`src/rtl/fp_pkg.sv`:
```
// Shared field constants, operand class codes and loader FSM states for the
// single-precision operand load path.
package fp_pkg;

  localparam int unsigned EXP_W   = 8;
  localparam int unsigned MAN_W   = 23;
  localparam logic [EXP_W-1:0] EXP_MAX = 8'hFF;

  typedef enum logic [1:0] {
    CLS_NORM = 2'b00,
    CLS_ZERO = 2'b01,
    CLS_INF  = 2'b10,
    CLS_NAN  = 2'b11
  } cls_e;

  typedef enum logic [1:0] {
    S_WAIT_X = 2'd0,
    S_WAIT_Y = 2'd1,
    S_FIRE   = 2'd2,
    S_BUSY   = 2'd3
  } state_e;

endpackage

```
`src/rtl/fp_classify.sv`:
```
// Combinational IEEE-754 single-precision classifier; denormals count as zero
// and the sign bit never affects the class.
module fp_classify
  import fp_pkg::*;
(
  input  logic [31:0] word,
  output logic [1:0]  cls
);

  logic [EXP_W-1:0] exp_f;
  logic [MAN_W-1:0] man_f;

  always_comb begin
    exp_f = word[MAN_W +: EXP_W];
    man_f = word[MAN_W-1:0];
    cls   = CLS_NORM;
    if (exp_f == EXP_MAX) begin
      cls = (man_f != '0) ? CLS_NAN : CLS_INF;
    end else if (exp_f == '0) begin
      cls = CLS_ZERO;
    end
  end

endmodule

```
`src/rtl/fp_operand_loader.sv`:
```
// Two-beat X/Y operand loader for the FP datapath: strobes the operand
// registers, records operand classes, starts the datapath and watches for DONE.
module fp_operand_loader
  import fp_pkg::*;
#(
  parameter int unsigned P   = 32,
  parameter int unsigned TMO = 64
) (
  input  logic         CLK,
  input  logic         RST,
  input  logic         IN_VALID,
  output logic         IN_READY,
  input  logic [P-1:0] IN_DATA,
  output logic [P-1:0] D_OUT,
  output logic         EN_X,
  output logic         EN_Y,
  output logic [1:0]   CLASS_X,
  output logic [1:0]   CLASS_Y,
  output logic         START,
  input  logic         DONE,
  output logic         BUSY,
  output logic         ERR
);

  localparam int unsigned TW = $clog2(TMO);

  state_e        state;
  logic [TW-1:0] timer;
  logic [1:0]    cls;

  fp_classify u_classify (
    .word (IN_DATA),
    .cls  (cls)
  );

  always_comb begin
    IN_READY = (state == S_WAIT_X) || (state == S_WAIT_Y);
  end

  always_ff @(posedge CLK) begin
    if (RST) begin
      state   <= S_WAIT_X;
      timer   <= '0;
      D_OUT   <= '0;
      EN_X    <= 1'b0;
      EN_Y    <= 1'b0;
      CLASS_X <= CLS_NORM;
      CLASS_Y <= CLS_NORM;
      START   <= 1'b0;
      BUSY    <= 1'b0;
      ERR     <= 1'b0;
    end else begin
      EN_X  <= 1'b0;
      EN_Y  <= 1'b0;
      START <= 1'b0;
      ERR   <= 1'b0;
      case (state)
        S_WAIT_X: begin
          if (IN_VALID) begin
            D_OUT   <= IN_DATA;
            EN_X    <= 1'b1;
            CLASS_X <= cls;
            state   <= S_WAIT_Y;
          end
        end
        S_WAIT_Y: begin
          if (IN_VALID) begin
            D_OUT   <= IN_DATA;
            EN_Y    <= 1'b1;
            CLASS_Y <= cls;
            BUSY    <= 1'b1;
            state   <= S_FIRE;
          end
        end
        S_FIRE: begin
          START <= 1'b1;
          timer <= '0;
          state <= S_BUSY;
        end
        S_BUSY: begin
          // DONE is checked first so it beats a simultaneous watchdog expiry
          if (DONE) begin
            BUSY  <= 1'b0;
            state <= S_WAIT_X;
          end else if (timer == TW'(TMO - 1)) begin
            ERR   <= 1'b1;
            BUSY  <= 1'b0;
            state <= S_WAIT_X;
          end else begin
            timer <= timer + 1'b1;
          end
        end
        default: state <= S_WAIT_X;
      endcase
    end
  end

endmodule

```
`config.mk`:
```
export PLATFORM = sky130hd
export DESIGN_NAME = fp_operand_loader
export DESIGN_NICKNAME = d
export VERILOG_FILES = /design/src/rtl/fp_pkg.sv /design/src/rtl/fp_classify.sv /design/src/rtl/fp_operand_loader.sv
export SDC_FILE = /design/constraint.sdc
export NUM_CORES = 1
export LEC_CHECK = 0
export ABC_CLOCK_PERIOD_IN_PS = 1700
export BUFFER_PORTS_ARGS = -buffer_cell sky130_fd_sc_hd__buf_2
export CAP_MARGIN = 20
export CORE_ASPECT_RATIO = 0.6
export CORE_MARGIN = 2
export CORE_UTILIZATION = 40
export CTS_CLUSTER_SIZE = 14
export DETAILED_ROUTE_END_ITERATION = 6
export PLACE_DENSITY = 0.68
export SYNTH_ARGS = -nofsm -noshare
export SYNTH_HDL_FRONTEND = slang
export SYNTH_SLANG_ARGS = --single-unit
```
`constraint.sdc`:
```
create_clock -name CLK -period 1.7 [get_ports CLK]
set_input_delay 0.17 -clock CLK [delete_from_list [all_inputs] [get_ports CLK]]
set_output_delay 0.17 -clock CLK [all_outputs]
set_load 0.02 [all_outputs]
```
==> summary.md <==
| Metric | Value |
|---|---|
| Status | `completed` |
| # DRC | `0` |
| Die Width | `95.2 um` |
| Worst setup SP type | `flip-flop` |
| Final Cell Area | `0.00252 mm^2` |
| Die height | `58.7 um` |
| Mapped cell area | `roughly 0.0020 mm^2` |
| Endpoints failing hold | `0` |
| Period minus WS final | `1530 ps` |
| Most frequent cells in the layout | `buf_2 (77), nand2_1 (71), dfxtp_1 (49)` |
| Crit path DAT | `approximately 1400 ps` |
| Cells after synthesis | `244` |
| Mapped Nets | `285` |
| Number of iterations in the first detailed-routing pass | `4` |
| Layout area overhead | `26.3%` |
| Setup ws final | `169 ps` |
| Placed Instances | `374` |
| Mean routed wirelength per cell | `approximately 13 um` |
| ANT cells | `0` |
| Root Driver | `clkbuf_8` |
| Gpl congestion | `0.812` |
| Worst-case clock buffer depth | `2` |
| Worst R2R Start | `state[0]$_SDFFE_PP0P_` |
| Syn Area/Cell | `8.18 um^2` |
| Total clock sinks | `slightly below 50` |
| Share of layout cells above drive strength 1 | `29.2%` |
| Power density of the placed cells | `1400 mW/mm^2` |
| Peak per-stage delay on the critical path | `380 ps` |
| Clock skew | `2.45 ps` |
| # hold bufs at CTS | `0` |
| DP Area | `0.00242 mm^2` |
| Crit path capture type | `primary output` |
| First-pass GRT wire length | `8020 um` |
| DIE AREA | `0.00559 mm^2` |
| Crit Path Max Fanout | `8` |
| Setup bufs post-CTS | `0` |
| Synthesized flop and latch total | `49` |
| Initial Util | `42.6%` |
| HP Start | `IN_DATA[31]` |
| Vias in the first global route | `1,697` |
| Fmax | `653 MHz` |
| Hold crit path type | `in2reg` |
| # nets final | `359` |
| CP startpoint | `state[1]$_SDFFE_PP0P_` |
| Clk Latency, worst-skew pair | `290 ps` |
| H-tree levels | `2` |
| Min Hold Slack | `115 ps` |
| Total gr overflow | `0` |
| Yosys cell types | `37` |
| Final slew viol count | `0` |
| DP Wirelength | `3650 um` |
| P_leak | `1.11 nW` |
| Total Power | `3.52 mW` |
| Pin count of the biggest net entering global routing | `34` |
| Port Buffer Count | `77` |
| Drt total wl | `4870 um` |
| DRT antenna net count | `0` |
| TritonCTS buffer count | `5` |
| Synth warnings | `0` |
| Via count | `1,879` |
| Fin Setup TNS | `0 ps` |
| Via density | `around 5` |
| Final setup vio count | `0` |
| CTS tree | `done` |
| Slew margin rel. | `60.5%` |
| Peak supply drop | `0.633 mV` |
| DRT iter0 DRCs | `74` |
| Max-cap viol count | `0` |
| Worst EP required | `1530 ps` |
| Worst-Margin Slew | `593 ps` |
| Initial antenna violation count | `0` |
| Critical path class | `reg2out` |
| Final cell count without fillers | `roughly 380` |
| R2R setup slack | `~250 ps` |
| Slowest-stage cell, CP | `dfxtp_1` |
| Sequential area share after synthesis | `49.1%` |
| RSZ-0062 raised after global routing | `false` |
| Clk pin slew, worst setup/hold paths | `80 ps` |
| Placeable Area | `0.00468 mm^2` |
| Row count | `19` |
| Commonest non-fill, non-tap cell in the layout | `buf_2` |
| GRT Total Usage | `a little under a fifth` |
| Post-route core utilization | `53.8%` |
| CP Cell Sequence | `inv_1, ha_2, nor2_4, inv_1, buf_2` |
| Most used cell, CP | `inv_1` |
| Final Cycle Share | `between 90% and 100%` |
| Ports | `78` |
| Dpl ws | `140 ps` |
==> timing repair <==
item | CTS | global route
gates resized for setup | 0 | 3
setup endpoints to repair | 0 | 1
hold endpoints to repair | 0 | 0
==> worst max-delay path: cells and delay by family, from the launching register on <==
family / cells / cell delay (ps)
fa+ha+maj: 1 / 240
buf+inv: 3 / 290
flops: 1 / 380
simple gates: 1 / 160
==> report_power, final <==
group          internal [mW]  switching [mW]  total, mW
logic                  0.488           0.887       1.37
registers               1.35           0.107       1.46
clock network          0.324           0.362      0.685
==> synth_stat cells, drive strengths merged <==
cell    instances  share of area (%)
a31oi           2               0.63
and2            2               0.63
buf             8                2.9
o311ai          1               0.44
nand2          71                 13
nand3           6                1.5
mux2i           1               0.50
o32a            1               0.50
a21o            1               0.38
nor2            7                1.4
a221oi          1               0.75
a211oi          2               0.75
inv             5               0.94
a311oi          2               0.88
nand3b          1               0.38
nor3            1               0.25
a21oi          43                 11
nand4           3               0.94
nor4            8                2.5
dfxtp          49                 49
nor3b           1               0.38
nand4b          1               0.44
nor2b           2               0.63
or3             1               0.31
clkbuf          6                1.2
nand2b          5                1.6
and3b           1               0.44
and3            1               0.31
a211o           1               0.44
o221ai          1               0.44
o21ai           4                1.2
ha              5                3.1
==> flip-flops by register name (all words and copies together) (netlist names) <==
signal,count
START,1
D_OUT,32
CLASS_Y,2
CLASS_X,2
EN_Y,1
EN_X,1
timer,6
state,2
BUSY,1
ERR,1
==> metal layers <==
| metal | vias to the layer above | global-route usage [%] | wire length [um] |
|---|---|---|---|
| met5 | - | 0 | 0 |
| met4 | 0 | 3.11 | 17 |
| met3 | 2 | 7.17 | 522 |
| met2 | 70 | 25.6 | 1850 |
| met1 | 824 | 27.1 | 2480 |
| li1 | 983 | - | - |
==> final timing paths <==
kind                            endpoint  cells after the start
hold / removal    D_OUT[31]$_SDFFE_PP0P_                      3
setup reg to reg   state[1]$_SDFFE_PP0P_                      5
setup / recovery                IN_READY                      5
hold reg to reg    D_OUT[4]$_SDFFE_PP0P_                      2
==> area by class of cell <==
| class | count | area (um^2) |
|---|---|---|
| Tap cell | 63 | 78.8 |
| Timing Repair Buffer | 81 | 428 |
| Sequential cell | 49 | 981 |
| Fill cell | 472 | 2160 |
| Inverter | 5 | 18.8 |
| Multi-Input combinational cell | 176 | 928 |
| Clock buffer | 7 | 86.3 |
==> cells by family after synthesis <==
kind of cell    share of synthesized area, %
buf+inv                                 5.01
mux                                    0.501
simple gates                            25.1
flops                                   49.1
compound gates                          17.2
fa+ha+maj                               3.13
Note: power is estimated with default switching activity, not from simulation.
